[config.mk]
export PLATFORM = sky130hd
export DESIGN_NAME = imem_debug_arbiter
export DESIGN_NICKNAME = d
export VERILOG_FILES = /design/src/rtl/imem_debug_arbiter.sv
export SDC_FILE = /design/constraint.sdc
export NUM_CORES = 1
export LEC_CHECK = 0
export ABC_AREA = 0
export CORE_UTILIZATION = 30
export CTS_CLUSTER_SIZE = 10
export DETAILED_ROUTE_END_ITERATION = 12
export PLACE_DENSITY = 0.73
export SETUP_SLACK_MARGIN = 0.4
export SYNTH_ARGS = -nofsm -noshare
export SYNTH_HDL_FRONTEND = slang
export SYNTH_SLANG_ARGS = --single-unit
[constraint.sdc]
create_clock -name clk -period 1.61 [get_ports clk]
set_clock_uncertainty 0.15 [all_clocks]
set_input_delay 0.2415 -clock clk [delete_from_list [all_inputs] [get_ports clk]]
set_output_delay 0.2415 -clock clk [all_outputs]
set_load 0.03 [all_outputs]
[src/rtl/imem_debug_arbiter.sv]
// Arbitrates the single instruction-memory port between the fetch stage and
// the debug/loader port, and sequences fetch halt/resume so program images
// can be written into imem while the core is stopped.
module imem_debug_arbiter #(
  parameter int unsigned DEPTH         = 1024,
  parameter int unsigned MAX_DBG_BURST = 4,
  parameter int unsigned HALT_ON_RESET = 0
) (
  input  logic        clk,
  input  logic        reset,
  input  logic        fetch_req,
  input  logic [31:0] fetch_addr,
  output logic        fetch_valid,
  output logic [31:0] fetch_data,
  input  logic        dbg_req,
  input  logic        dbg_we,
  input  logic [31:0] dbg_addr,
  input  logic [31:0] dbg_wdata,
  output logic        dbg_ack,
  output logic [31:0] dbg_rdata,
  output logic        dbg_err,
  input  logic        dbg_halt,
  output logic        halted,
  output logic [31:0] mem_addr,
  output logic [31:0] mem_wdata,
  output logic        mem_re,
  output logic        mem_we,
  input  logic [31:0] mem_rdata
);

  localparam int unsigned BURST_W = 4;
  localparam logic [31:0] NOP_INSN = 32'h0000_0013;

  typedef enum logic [1:0] {
    ST_RUN    = 2'd0,
    ST_DRAIN  = 2'd1,
    ST_HALTED = 2'd2
  } state_t;

  state_t               r_state;
  logic                 r_halted;
  logic [BURST_W-1:0]   r_burst_cnt;

  // In-flight access bookkeeping, captured at grant
  logic                 r_busy;
  logic                 r_id_dbg;
  logic                 r_bad;
  logic                 r_we;

  logic                 r_mem_re;
  logic                 r_mem_we;
  logic [31:0]          r_mem_addr;
  logic [31:0]          r_mem_wdata;

  // Response flags; read data itself is steered straight from imem
  logic                 r_fetch_valid;
  logic                 r_fetch_mem;
  logic                 r_fetch_nop;
  logic                 r_dbg_ack;
  logic                 r_dbg_err;
  logic                 r_dbg_mem;

  logic                 w_idle;
  logic                 w_fetch_ok;
  logic                 w_burst_full;
  logic                 w_grant_dbg;
  logic                 w_grant_fetch;
  logic                 w_dbg_reject;
  logic                 w_fetch_bad;

  // Misaligned or beyond the last word
  function automatic logic addr_bad(input logic [31:0] a);
    return (a[1:0] != 2'b00) || (a[31:2] >= 30'(DEPTH));
  endfunction

  assign w_fetch_ok    = (r_state == ST_RUN);
  assign w_idle        = !r_busy && (r_state != ST_DRAIN);
  assign w_burst_full  = (r_burst_cnt >= BURST_W'(MAX_DBG_BURST));
  assign w_grant_dbg   = w_idle && dbg_req && !(w_fetch_ok && fetch_req && w_burst_full);
  assign w_grant_fetch = w_idle && w_fetch_ok && fetch_req && !w_grant_dbg;
  assign w_dbg_reject  = addr_bad(dbg_addr) || (dbg_we && (r_state != ST_HALTED));
  assign w_fetch_bad   = addr_bad(fetch_addr);

  // Halt sequencing: RUN -> DRAIN/HALTED -> RUN
  always_ff @(posedge clk or negedge reset) begin
    if (!reset) begin
      r_state  <= (HALT_ON_RESET != 0) ? ST_HALTED : ST_RUN;
      r_halted <= (HALT_ON_RESET != 0);
    end else begin
      r_halted <= (r_state == ST_HALTED);
      case (r_state)
        ST_RUN: begin
          if (dbg_halt) begin
            r_state <= ((r_busy && !r_id_dbg) || w_grant_fetch) ? ST_DRAIN : ST_HALTED;
          end
        end
        ST_DRAIN:  r_state <= dbg_halt ? ST_HALTED : ST_RUN;
        ST_HALTED: if (!dbg_halt) r_state <= ST_RUN;
        default:   r_state <= ST_RUN;
      endcase
    end
  end

  // Consecutive debug grants while fetch is waiting
  always_ff @(posedge clk or negedge reset) begin
    if (!reset) begin
      r_burst_cnt <= '0;
    end else if (!fetch_req || w_grant_fetch || (r_state != ST_RUN)) begin
      r_burst_cnt <= '0;
    end else if (w_grant_dbg) begin
      r_burst_cnt <= r_burst_cnt + BURST_W'(1);
    end
  end

  // Grant and memory-cycle issue; rejected accesses issue no memory cycle
  always_ff @(posedge clk or negedge reset) begin
    if (!reset) begin
      r_busy      <= 1'b0;
      r_id_dbg    <= 1'b0;
      r_bad       <= 1'b0;
      r_we        <= 1'b0;
      r_mem_re    <= 1'b0;
      r_mem_we    <= 1'b0;
      r_mem_addr  <= '0;
      r_mem_wdata <= '0;
    end else begin
      r_busy   <= w_grant_dbg || w_grant_fetch;
      r_mem_re <= 1'b0;
      r_mem_we <= 1'b0;
      if (w_grant_dbg) begin
        r_id_dbg    <= 1'b1;
        r_bad       <= w_dbg_reject;
        r_we        <= dbg_we;
        r_mem_re    <= !w_dbg_reject && !dbg_we;
        r_mem_we    <= !w_dbg_reject && dbg_we;
        r_mem_addr  <= dbg_addr;
        r_mem_wdata <= dbg_wdata;
      end else if (w_grant_fetch) begin
        r_id_dbg    <= 1'b0;
        r_bad       <= w_fetch_bad;
        r_we        <= 1'b0;
        r_mem_re    <= !w_fetch_bad;
        r_mem_addr  <= fetch_addr;
      end
    end
  end

  // Completion pulses one cycle after grant
  always_ff @(posedge clk or negedge reset) begin
    if (!reset) begin
      r_fetch_valid <= 1'b0;
      r_fetch_mem   <= 1'b0;
      r_fetch_nop   <= 1'b0;
      r_dbg_ack     <= 1'b0;
      r_dbg_err     <= 1'b0;
      r_dbg_mem     <= 1'b0;
    end else begin
      r_fetch_valid <= r_busy && !r_id_dbg;
      r_fetch_mem   <= r_busy && !r_id_dbg && !r_bad;
      r_fetch_nop   <= r_busy && !r_id_dbg && r_bad;
      r_dbg_ack     <= r_busy && r_id_dbg;
      r_dbg_err     <= r_busy && r_id_dbg && r_bad;
      r_dbg_mem     <= r_busy && r_id_dbg && !r_bad && !r_we;
    end
  end

  assign fetch_valid = r_fetch_valid;
  assign fetch_data  = r_fetch_mem ? mem_rdata : (r_fetch_nop ? NOP_INSN : 32'h0);
  assign dbg_ack     = r_dbg_ack;
  assign dbg_err     = r_dbg_err;
  assign dbg_rdata   = r_dbg_mem ? mem_rdata : 32'h0;
  assign halted      = r_halted;
  assign mem_addr    = r_mem_addr;
  assign mem_wdata   = r_mem_wdata;
  assign mem_re      = r_mem_re;
  assign mem_we      = r_mem_we;

endmodule
Yosys cells after proc, flatten, opt, wreduce, memory -nomap -nowiden
Cells that the tools add are included.
{"block": "classes", "add_sub_neg": 1, "order_cmp": 3, "n_eq_ne": 6, "n_mux": 20, "reduce_logical": 42}
{"operator": "2-to-1 mux 32 bit", "n": 4}
{"operator": ">= comparator 30 x 11 -> 1 bit (second input constant)", "n": 2}
{"operator": "logical AND 1 bit", "n": 18}
{"operator": "zero test 1 bit", "n": 10}
{"operator": "nonzero test 2 bit", "n": 5}
{"operator": "2-to-1 mux 1 bit", "n": 8}
{"operator": "2-to-1 mux 2 bit", "n": 4}
{"operator": "2-to-1 mux 4 bit", "n": 2}
{"operator": "logical OR 1 bit", "n": 7}
{"operator": "!= test 2 bit (second input constant)", "n": 3}
{"operator": "one-hot mux 2 bit (3 select lines)", "n": 1}
{"operator": "2-to-1 mux 5 bit", "n": 1}
{"operator": "adder 4 x 1 -> 4 bit (second input constant)", "n": 1}
{"operator": ">= comparator 4 x 3 -> 1 bit (second input constant)", "n": 1}
{"operator": "== test 2 x 1 -> 1 bit (second input constant)", "n": 1}
{"operator": "== test 2 bit (second input constant)", "n": 1}
{"operator": "zero test 2 bit", "n": 1}
{"operator": "!= test 2 x 1 -> 1 bit (second input constant)", "n": 1}
{"operator": "AND reduction 2 bit", "n": 1}
{"block": "word_totals", "register_bits": 83, "out_inout_bits": 134, "word_cells": 89}

Depth between registers and ports, before layout
Gate-level depths: netlist of the first run.
{"block": "depth", "depth_word": 11, "depth_mapped": 8, "depth_no_buf": 4}

Least setup slack after synthesis of the first run
Ideal clock, no wire load.
{"block": "synth_timing", "path_kind": "reg2reg", "startpoint": "register r_busy", "endpoint": "register r_mem_addr[23], in the netlist mem_addr[23]", "setup_time_ps": 124, "arrival_time_ps": 1342, "required_time_ps": 1336, "path_slack_ps": -6, "stages_incl_launch_ff": 7, "path_buffers": 3, "synth_period_minus_slack_ps": 1616, "cell_sequence": "dfrtp_1 buf_2 nor4b_4 buf_6 buf_6 mux2i_1 o21ai_1"}
{"block": "synth_via", "elab_chain_len": 7, "word_cells_on_any_way": 10, "classes_between": "mux (1); reduce/logical (9)"}
{"element": "start, declared", "line_no": "45", "source": "logic r_busy;"}
{"element": "start signal, assigned", "line_no": "127", "source": "r_busy <= w_grant_dbg || w_grant_fetch;"}
{"element": "zero test 1 bit *", "line_no": "77", "source": "assign w_idle = !r_busy && (r_state != ST_DRAIN);"}
{"element": "logical AND 1 bit *", "line_no": "77"}
{"element": "logical AND 1 bit (2 in a row)", "line_no": "79", "source": "assign w_grant_dbg = w_idle && dbg_req && !(w_fetch_ok && fetch_req && w_burst_full);"}
{"element": "zero test 1 bit", "line_no": "80", "source": "assign w_grant_fetch = w_idle && w_fetch_ok && fetch_req && !w_grant_dbg;"}
{"element": "logical AND 1 bit", "line_no": "80"}
{"element": "nonzero test 2 bit (no source line)"}
{"element": "end signal, assigned", "line_no": "136", "source": "r_mem_addr <= dbg_addr;"}
{"element": "end signal, assigned", "line_no": "143", "source": "r_mem_addr <= fetch_addr;"}
{"element": "end, declared", "line_no": "52", "source": "logic [31:0] r_mem_addr;"}
Every way passes the cells marked *; elsewhere a longest branch is shown, timed or not.
A chain may end at the register's enable or synchronous reset.

Final worst setup path of the first run
{"block": "layout_timing", "startpoint": "register r_state[1]", "endpoint": "register r_bad"}
{"block": "layout_via", "elab_chain_len": 8, "word_cells_on_any_way": 17, "classes_between": "eq/ne (2); mux (1); reduce/logical (14)"}
{"element": "start, declared", "line_no": "40", "source": "state_t r_state;"}
{"element": "start signal, assigned", "line_no": "87", "source": "r_state <= (HALT_ON_RESET != 0) ? ST_HALTED : ST_RUN;"}
{"element": "start signal, assigned", "line_no": "94", "source": "r_state <= ((r_busy && !r_id_dbg) || w_grant_fetch) ? ST_DRAIN : ST_HALTED;"}
{"element": "start signal, assigned", "line_no": "97", "source": "ST_DRAIN: r_state <= dbg_halt ? ST_HALTED : ST_RUN;"}
{"element": "zero test 2 bit", "line_no": "76", "source": "assign w_fetch_ok = (r_state == ST_RUN);"}
{"element": "logical AND 1 bit (2 in a row)", "line_no": "79"}
{"element": "zero test 1 bit", "line_no": "79"}
{"element": "logical AND 1 bit", "line_no": "79"}
{"element": "zero test 1 bit", "line_no": "80"}
{"element": "logical AND 1 bit", "line_no": "80"}
{"element": "nonzero test 2 bit (no source line)"}
{"element": "end signal, assigned", "line_no": "132", "source": "r_bad <= w_dbg_reject;"}
{"element": "end signal, assigned", "line_no": "140", "source": "r_bad <= w_fetch_bad;"}
{"element": "end, declared", "line_no": "47", "source": "logic r_bad;"}
Several ways; a longest one is shown, not always the timed one.

==> results of run 1 <==
-- layout by cell type (no fill, tap or decap), types with 7 or more instances in the layout --
cell / Yosys / final
nand2_1: 137 / 91
nand2_2: 0 / 32
buf_4: 1 / 93
nand2_4: 0 / 14
clkdlybuf4s50_1: 0 / 131
nor4_1: 11 / 10
o21ai_1: 28 / 31
nor2_1: 10 / 7
clkbuf_16: 0 / 16
dfrtp_1: 83 / 79
buf_12: 0 / 15
mux2i_1: 32 / 29
buf_6: 4 / 136
and2_4: 0 / 55
-- final cells by class --
cell class,count,area (um^2)
Tap cell,172,215.2
Inverter,4,15.01
Multi-Input combinational cell,317,2238
Sequential cell,83,2085
Clock buffer,9,225.2
Timing Repair Buffer,396,4294
Clock inverter,7,51.30
Fill cell,871,3650
-- flip-flops by register name, indices dropped and copies added, names as in the netlist --
name         flops
dbg_ack          1
dbg_err          1
fetch_valid      1
halted           1
mem_addr        32
mem_re           1
mem_wdata       32
mem_we           1
r_bad            1
r_burst_cnt      4
r_busy           1
r_dbg_mem        1
r_fetch_mem      1
r_fetch_nop      1
r_id_dbg         1
r_state          2
r_we             1
-- through the flow --
| stage | area (um^2) | utilization | TNS, ns | setup slack, ns | total power, mW |
|---|---|---|---|---|---|
| after floorplan | 4105 | - | 0 | 0.05876 | 5.632 |
| after global placement | 7136 | 0.5586 | -19.33 | -0.3006 | 7.800 |
| after detailed placement | 7136 | 0.5586 | -21.55 | -0.3381 | 7.890 |
| after CTS | 8177 | 0.6401 | -4.191 | -0.08791 | 10.68 |
| after global routing | 9124 | 0.7143 | -11.37 | -0.1799 | 12.36 |
| final | 9124 | 0.7143 | -6.979 | -0.1641 | 11.85 |
-- worst max path at each step --
stage	startpoint	endpoint	slack, ns	cells past startpoint
finish	r_state[1]	r_bad	-0.16	7
global route	r_state[1]	r_bad	-0.18	7
CTS	r_dbg_mem	dbg_rdata[5]	-0.09	3
detailed placement	fetch_req	r_id_dbg	-0.34	6
global placement	fetch_req	r_id_dbg	-0.30	6
floorplan	r_state[0]	mem_addr[10]	0.06	5
-- logic make-up (layout without fill, tap and decap cells) --
group           count (synthesis)  count (layout)  synth area share
simple gates                  235             235            0.2815
mux                            32              32           0.08043
buf+inv                        30             416           0.04618
compound gates                 47              49           0.06723
fa+ha+maj                       1               1          0.003141
flops                          83              83            0.5215
-- Yosys cell counts --
master    instances  area share
a21oi_1           1      0.0013
buf_4             1      0.0019
o31a_1            1      0.0022
o22ai_1           2      0.0031
nand4_1           2      0.0031
and2_1           63       0.099
o21ai_1          28       0.035
nand3_1           2      0.0025
a21boi_0          1      0.0019
nor4b_4           1      0.0060
buf_2            10       0.013
nand2_1         137        0.13
inv_1             4      0.0038
o311a_1           1      0.0025
dfrtp_1          83        0.52
buf_1             1     0.00094
and3b_1           1      0.0022
o21a_1            1      0.0019
clkbuf_1          6      0.0057
a22oi_1           2      0.0038
ha_1              1      0.0031
mux2i_1          32       0.080
o21ai_0           7      0.0088
clkbuf_2          2      0.0025
buf_8             2      0.0075
o211ai_1          1      0.0019
buf_6             4       0.011
nor2_1           10      0.0094
o311ai_1          1      0.0022
and3_1            1      0.0016
nor4_1           11       0.017
nor2b_1           4      0.0063
nand2b_1          2      0.0031
nor3b_1           1      0.0019
a32o_1            1      0.0025
-- worst register-to-register path, delay by kind of cell (launching register included) --
kind | cells | cell delay, ns
buf+inv | 5 | 0.66
compound gates | 2 | 0.39
flops | 1 | 0.44
-- routing by layer --
layer | wire length (um) | vias up | track usage
met1 | 6282 | 2263 | 0.2245
met3 | 1320 | 47 | 0.06128
li1 | - | 2182 | -
met5 | 0 | - | 0
met4 | 755 | 0 | 0.1156
met2 | 9515 | 220 | 0.4125
-- report_power, final --
part / total (mW) / internal, mW / switching (mW)
Combinational: 6.64 / 3.43 / 3.21
Sequential: 3.28 / 2.71 / 0.569
Clock: 1.93 / 1.05 / 0.872
Total: 11.8 / 7.19 / 4.65
-- what timing repair did --
action,in CTS,in global routing
buffers inserted,22,42
gates resized for setup,588,133
pin swaps,5,68
hold endpoints to repair,69,0
hold buffers,1,0
gates cloned,8,11
setup endpoints to repair,214,213
==> flow_summary_export.csv, run 1 <==
group,metric,value,unit
critical_path,path_delay_family,"buffers and inverters",
global_route,antenna_found_initial,0,
global_route,grt_pass1_vias,4578,
placement,numPortBuffers,267,
min_path,hold_end,"r_busy",
clock_tree,cts_tree,"done",
critical_path,cpMaxStageDelayCell,"dfrtp_2",
sta,hold_ws,0.1723,ns
floorplan,start_util,0.3118,
drt,drtIter0Drc,135,
finish,stdcell_count,988,
pwr,p_per_area,1298,nW/um^2
critical_path,crit_chain,"buf_6, buf_6, o311ai_4, buf_6, buf_6, buf_4, o22ai_1",
synthesis,ys_ff_latch,83,
critical_path,critPathCaptureType,"register",
critical_path,setup.worst_path.class,"reg -> reg",
outcome,violations,"setup timing",
clock_tree,cts-buffers-inserted,9,
critical_path,crit_top_cell,"buf_6",
floorplan,die_w,117.2,um
pwr,cellLeakagePower,4.278,nW
sta,maxSlewViolCount,0,
critical_path,cp.arrival,1.83,ns
drt,route.detailed.drc,0,
sta,relSlewSlack,0.7451,
synthesis,seq_area_frac_synth,0.5215,
placement,dp_hpwl,10820,um
min_path,worstHoldPathCells,3,
critical_path,r2r.worst_path.cells,7,
min_path,min_from,"fetch_req",
drt,wl_per_cell,18.09,um
floorplan,row_count,41,
sta,finalCriticalPeriod,1.774,ns
synthesis,synth_area,3983,um^2
pwr,ir_drop,0.7098,mV
sta,setup_ws,-0.1641,ns
sta,setup_viol,124,
critical_path,max_stage_delay,0.44,ns
synthesis,syn_inst,428,
global_route,grt-ovfl-total,0,
clock_tree,clkTransAtPathRegs,0.07,ns
sta,tightestPinTransition,0.3789,ns
sta,hold_violations,0,
global_route,grt_pass1_wl,23090,um
critical_path,path_max_fanout,6,
drt,ant_nets,0,
synthesis,ys_warn_count,0,
critical_path,worst-path-buf-inv,5,
synthesis,ys_types,35,
synthesis,synth_nets,563,
drt,drt-total-wl,17870,um
finish,area_growth,129.1,%
finish,drive_gt1_frac,0.5074,
critical_path,r2r_end,"r_bad",
placement,gp_congestion,0.8276,
min_path,hp-class,"in -> reg",
floorplan,die-area,13740,um^2
drt,vias_per_cell,4.769,
clock_tree,clk_latency,0.33,ns
finish,finalNetCount,946,
sta,rsz0062_at_grt,"yes",
drt,vias,4712,
floorplan,top_level_ports,268,
floorplan,die_y,117.2,um
finish,n_antenna_cell,0,
outcome,status,"complete, but fails checks",
clock_tree,cts-root-buf,"clkbuf_16",
critical_path,r2r_slack,-0.16,ns
clock_tree,cts_sinks,83,
clock_tree,h-tree-depth,3,
drt,firstDrtPassIters,4,
sta,finalCritPeriodShare,1.102,
global_route,grt_start_max_net_pins,43,
critical_path,start_kind,"register",
flow_run,maxCapViolCount,0,
critical_path,r2r-start,"r_state[1]",
critical_path,critical_path_required,1.67,ns
sta,max_freq,563.7,MHz
clock_tree,clk_path_buf_depth,2,
synthesis,synth_area_per_cell,9.305,um^2
global_route,grt_usage,0.2215,
floorplan,core,12770,um^2
placement,dp_cells,888,
Power figures use the tool's default switching activity.
==> run 2, diff against run 1 <==
--- a/config.mk
+++ b/config.mk
@@ -6,10 +6,10 @@
 export NUM_CORES = 1
 export LEC_CHECK = 0
 export ABC_AREA = 0
-export CORE_UTILIZATION = 30
+export CORE_UTILIZATION = 33
 export CTS_CLUSTER_SIZE = 10
 export DETAILED_ROUTE_END_ITERATION = 12
-export PLACE_DENSITY = 0.73
+export PLACE_DENSITY = 0.79
 export SETUP_SLACK_MARGIN = 0.4
 export SYNTH_ARGS = -nofsm -noshare
 export SYNTH_HDL_FRONTEND = slang
==> run 2 against run 1 <==
Against the previous run: the run ends with DRC, setup timing left; design area down 0.36%; hold slack improved by 0.072 ns; cell count fell by 4.4%; critical path type unchanged; largest cell class unchanged.
==> flow_summary_export.csv, run 2 (synthesis gave the netlist of run 1 again) <==
group,metric,value,unit
critical_path,start_kind,"register",
critical_path,crit_chain,"buf_6, nor2b_4, o311ai_4, buf_6, buf_12, buf_8, nor4_2",
finish,layout_commonest_cell,"buf_6",
clock_tree,cts_tree,"done",
drt,firstDrtPassIters,8,
finish,fin_area,9091,um^2
drt,drtIter0Drc,205,
critical_path,path_delay_family,"buffers and inverters",
finish,area_growth,128.3,%
critical_path,critPathCaptureType,"register",
drt,wl_per_cell,18.29,um
pwr,seqPwrFrac,0.271,
flow_run,maxCapViolCount,0,
drt,drt-total-wl,17290,um
clock_tree,h-tree-depth,3,
placement,gp_congestion,0.9034,
clock_tree,cts-buffers-inserted,9,
critical_path,r2r.worst_path.cells,7,
pwr,total_power,11.98,mW
floorplan,row_count,39,
sta,tightestPinTransition,0.5736,ns
critical_path,cp.arrival,1.82,ns
critical_path,r2r-start,"r_busy",
floorplan,top_level_ports,268,
drt,ant_nets,0,
pwr,swShare,0.3877,
sta,setup_ws,-0.1094,ns
pwr,p_int,7.335,mW
critical_path,crit_cells,7,
finish,final_cell_mix,"buf_6, clkdlybuf4s50_1, dfrtp_1",
global_route,grt_pass1_vias,4506,
critical_path,cpMaxStageDelayCell,"dfrtp_2",
drt,vias,4575,
sta,maxSlewViolCount,0,
pwr,comb_power_share,0.553,
drt,vias_per_cell,4.841,
critical_path,worst-path-buf-inv,4,
global_route,antenna_found_initial,1,
outcome,status,"complete, but fails checks",
critical_path,crit_top_cell,"buf_6",
pwr,cellLeakagePower,4.261,nW
critical_path,critical_path_required,1.71,ns
critical_path,r2r_end,"mem_we",
critical_path,setup.worst_path.class,"reg -> reg",
pwr,power_switching,4.645,mW
sta,finalCritPeriodShare,1.068,
sta,hold_violations,0,
floorplan,die_w,111.9,um
placement,dp_hpwl,10690,um
global_route,grt-ovfl-total,0,
floorplan,die_y,111.9,um
clock_tree,cts_sinks,83,
finish,finalNetCount,931,
drt,route.detailed.drc,21,
critical_path,max_stage_delay,0.45,ns
outcome,violations,"DRC, setup timing",
sta,rsz0062_at_grt,"yes",
finish,seq_area,2085,um^2
pwr,p_per_area,1318,nW/um^2
placement,dpl-instance-area,7132,um^2
finish,multi_input_area,2323,um^2
finish,postLayoutCoreUtil,0.7861,
clock_tree,clkTransAtPathRegs,0.06,ns
sta,setup_viol,134,
finish,drive_gt1_frac,0.5231,
global_route,grt_start_max_net_pins,31,
critical_path,crit_path_end,"mem_we",
critical_path,path_max_fanout,4,
placement,numPortBuffers,267,
pwr,ir_drop,0.8466,mV
finish,fill_cells,683,
placement,pre_cts_slack,-0.3397,ns
clock_tree,clk_latency,0.34,ns
critical_path,r2r_slack,-0.11,ns
floorplan,start_util,0.3444,
global_route,grt_usage,0.2413,
pwr,clkPwrFrac,0.176,
global_route,grt_pass1_wl,23250,um
sta,max_freq,581.6,MHz
clock_tree,clk_path_buf_depth,2,
critical_path,startpoint,"r_busy",
min_path,hp-class,"in -> async",
floorplan,core,11560,um^2
sta,finalCriticalPeriod,1.719,ns
sta,relSlewSlack,0.6141,
floorplan,die-area,12510,um^2
clock_tree,cts-root-buf,"clkbuf_16",
==> run 2: changes by cell type in the layout (fill, tap and decap cells not counted), sizes merged <==
cell	delta
inv	-1
diode	+1
buf	-12
o311a	-2
bufinv	+1
dlygate4sd2	+1
dlymetal6s2s	-1
clkinv	-1
==> run 2: worst min-delay path by stage <==
stage,startpoint,endpoint,depth (start not counted)
global placement,reset,mem_addr[6],1
floorplan,reset,dbg_ack,0
CTS,reset,mem_addr[6],2
finish,reset,mem_addr[10],2
global route,reset,mem_addr[10],2
detailed placement,reset,mem_addr[6],1
==> run 2: final cells by class <==
class / instances / share of cell area
Antenna cell: 1 / 0.0002753
Sequential cell: 83 / 0.2293
Multi-Input combinational cell: 315 / 0.2556
Inverter: 4 / 0.001652
Clock buffer: 10 / 0.02629
Tap cell: 143 / 0.01968
Timing Repair Buffer: 383 / 0.4602
Clock inverter: 6 / 0.007019
==> run 2: routing by layer <==
layer  up-vias  track usage  routed length, um
met2       194       0.4646               9465
met5         -            0                  0
met3        46      0.05117               1064
li1       2141            -                  -
met1      2194       0.2572               6159
met4         0      0.08468                597
==> run 2: stage by stage <==
stage | TNS (ns) | hold WS [ns] | instances
final | -9.547 | 0.2444 | 945
after global routing | -15.41 | 0.2568 | 945
after CTS | -4.950 | 0.2250 | 897
after detailed placement | -20.29 | 0.03852 | 855
after global placement | -18.31 | 0.02820 | 855
after floorplan | 0 | -0.2041 | 428
==> run 2: power groups by stage <==
stage	registers [mW]	logic [mW]	clock network, mW
after detailed placement	3.12	4.79	0
after global routing	3.31	6.94	2.22
after global placement	3.11	4.70	0
after CTS	3.21	5.41	2.13
final	3.25	6.63	2.10
after floorplan	4.20	1.43	0
==> run 2: repair_timing <==
| action | in CTS | in global routing |
|---|---|---|
| buffers inserted | 20 | 40 |
| hold buffers | 1 | 0 |
| resized for setup | 592 | 163 |
| endpoints found under the hold margin | 42 | 0 |
| setup endpoints to repair | 212 | 213 |
| gates cloned | 5 | 7 |
| pin swaps | 19 | 79 |
==> run 3, diff against run 2 <==
--- a/config.mk
+++ b/config.mk
@@ -6,10 +6,11 @@
 export NUM_CORES = 1
 export LEC_CHECK = 0
 export ABC_AREA = 0
-export CORE_UTILIZATION = 33
+export CORE_UTILIZATION = 35
 export CTS_CLUSTER_SIZE = 10
 export DETAILED_ROUTE_END_ITERATION = 12
-export PLACE_DENSITY = 0.79
+export DONT_BUFFER_PORTS = 1
+export PLACE_DENSITY = 0.52
 export SETUP_SLACK_MARGIN = 0.4
 export SYNTH_ARGS = -nofsm -noshare
 export SYNTH_HDL_FRONTEND = slang
==> run 3 against run 2 <==
Against the previous run: the flow finishes with violations (hold timing, setup timing); wire length is 18% lower; cell count is 26% lower; register-to-register slack improved by 0.04 ns; critical path type unchanged; largest power group is now registers; highest routed layer unchanged.
==> flow_summary_export.csv, run 3 (synthesis gave the netlist of run 1 again) <==
group,metric,value,unit
sta,hold_violations,83,
critical_path,r2r_slack,-0.07,ns
critical_path,path_max_fanout,10,
clock_tree,clk_latency,0.32,ns
floorplan,die_y,108.7,um
critical_path,cp.arrival,1.74,ns
sta,tightestPinTransition,0.5096,ns
drt,route.detailed.drc,0,
sta,max_freq,595.4,MHz
drt,drtIter0Drc,127,
critical_path,cpMaxStageDelayCell,"dfrtp_2",
critical_path,crit_chain,"nor4b_4, buf_6, buf_12, mux2i_1, o21ai_1",
clock_tree,h-tree-depth,3,
drt,firstDrtPassIters,4,
clock_tree,clkTransAtPathRegs,0.06,ns
critical_path,setup.worst_path.class,"reg -> reg",
flow_run,maxCapViolCount,0,
floorplan,row_count,38,
sta,hold_ws,-0.5413,ns
floorplan,start_util,0.3626,
finish,final_cell_mix,"nand2_1, dlygate4sd3_1, dfrtp_2",
placement,numPortBuffers,0,
clock_tree,cts_tree,"done",
sta,relSlewSlack,0.6572,
floorplan,top_level_ports,268,
clock_tree,ctsHoldBuffers,98,
global_route,grt_start_max_net_pins,84,
pwr,ir_drop,0.7249,mV
sta,finalCritPeriodShare,1.043,
critical_path,critPathCaptureType,"register",
finish,layout_commonest_cell,"nand2_1",
drt,drt-total-wl,14160,um
finish,area_growth,63.34,%
drt,vias_per_cell,5.283,
global_route,grt_pass1_wl,20330,um
global_route,grt-ovfl-total,0,
placement,dp_hpwl,8462,um
sta,setup_viol,62,
finish,n_antenna_cell,0,
sta,rsz0062_at_grt,"yes",
pwr,cellLeakagePower,2.803,nW
outcome,violations,"hold timing, setup timing",
min_path,hp-class,"in -> async",
pwr,total_power,9.177,mW
finish,finalNetCount,695,
pwr,p_per_area,1411,nW/um^2
floorplan,die_w,108.7,um
clock_tree,cts-buffers-inserted,9,
global_route,grt_pass1_vias,3724,
critical_path,critical_path_required,1.67,ns
clock_tree,clk_path_buf_depth,2,
critical_path,start_kind,"register",
floorplan,die-area,11810,um^2
outcome,status,"complete, but fails checks",
sta,finalCriticalPeriod,1.679,ns
sta,maxSlewViolCount,0,
drt,ant_nets,0,
placement,gp_congestion,0.8119,
global_route,antenna_found_initial,0,
global_route,grt_usage,0.2334,
critical_path,max_stage_delay,0.44,ns
clock_tree,cts_sinks,83,
finish,drive_gt1_frac,0.4397,
sta,setup_ws,-0.06948,ns
finish,fill_cells,872,
drt,vias,3719,
floorplan,core,10980,um^2
drt,wl_per_cell,20.12,um
clock_tree,cts-root-buf,"clkbuf_16",
==> run 3: cell count changes in the layout (fill, tap and decap cells not counted), sizes merged <==
cell | previous run | this run
clkinvlp | 2 | 0
clkdlybuf4s50 | 131 | 0
diode | 1 | 0
dlygate4sd3 | 1 | 98
dlygate4sd2 | 1 | 0
bufbuf | 0 | 1
buf | 244 | 44
inv | 5 | 4
==> run 3: cell type report <==
class	instances	area (um^2)	share of cell area
Sequential cell	83	2170	0.3335
Multi-Input combinational cell	315	2137	0.3285
Timing Repair Buffer	147	1732	0.2662
Clock buffer	12	236.5	0.03635
Tap cell	140	175.2	0.02693
Clock inverter	3	40.04	0.006155
Inverter	4	15.01	0.002308
==> run 3: power by group <==
group          total, mW  leakage [nW]  internal (mW)  switching (mW)
clock               1.97         0.136           1.19           0.780
sequential          4.55         0.944           2.83            1.72
combinational       2.66          1.72           1.37            1.29
==> run 3: worst paths after layout <==
path | start | to | depth (start not counted)
min reg2reg | r_we | r_dbg_mem | 1
max in group asynchronous | reset | mem_wdata[13] | 0
min | reset | mem_addr[8] | 0
max reg2reg | r_state[1] | mem_addr[4] | 5
min in group clk | dbg_addr[18] | mem_we | 3
max | r_state[1] | mem_addr[4] | 5
==> run 3: layer usage <==
metal  GRT usage  wire (um)  vias up
met1      0.2540       5068     1820
met5           0          0        -
met4     0.09266        397        0
met2      0.4340       7687      205
met3     0.05439       1011       29
li1            -          -     1665
==> run 3: per-stage QoR <==
step	area (um^2)	util	TNS, ns	std cells	setup WS (ns)
2_1_floorplan	4105	-	0	428	0.05876
3_3_place_gp	4308	0.3922	-0.03766	562	-0.02033
3_5_place_dp	4308	0.3922	-0.3383	562	-0.06997
4_1_cts	6311	0.5746	-0.5747	695	-0.03614
5_1_grt	6505	0.5923	-5.644	704	-0.1407
6_report	6505	0.5923	-1.750	704	-0.06948
==> run 3: critical path, delay by kind of cell, from the launching register on <==
family                 cells  cell delay [ns]
multiplexers               1             0.24
buffers and inverters      2             0.34
AO/OA/AOI/OAI              1             0.08
flip-flops                 1             0.44
AND/OR/NAND/NOR            1             0.32
==> run 3: timing repair <==
item	4_1_cts	5_1_grt
pin swaps	40	19
endpoints found under the hold margin	150	83
setup endpoints to repair	214	209
gates cloned	9	4
setup buffers	11	5
resized for setup	208	27
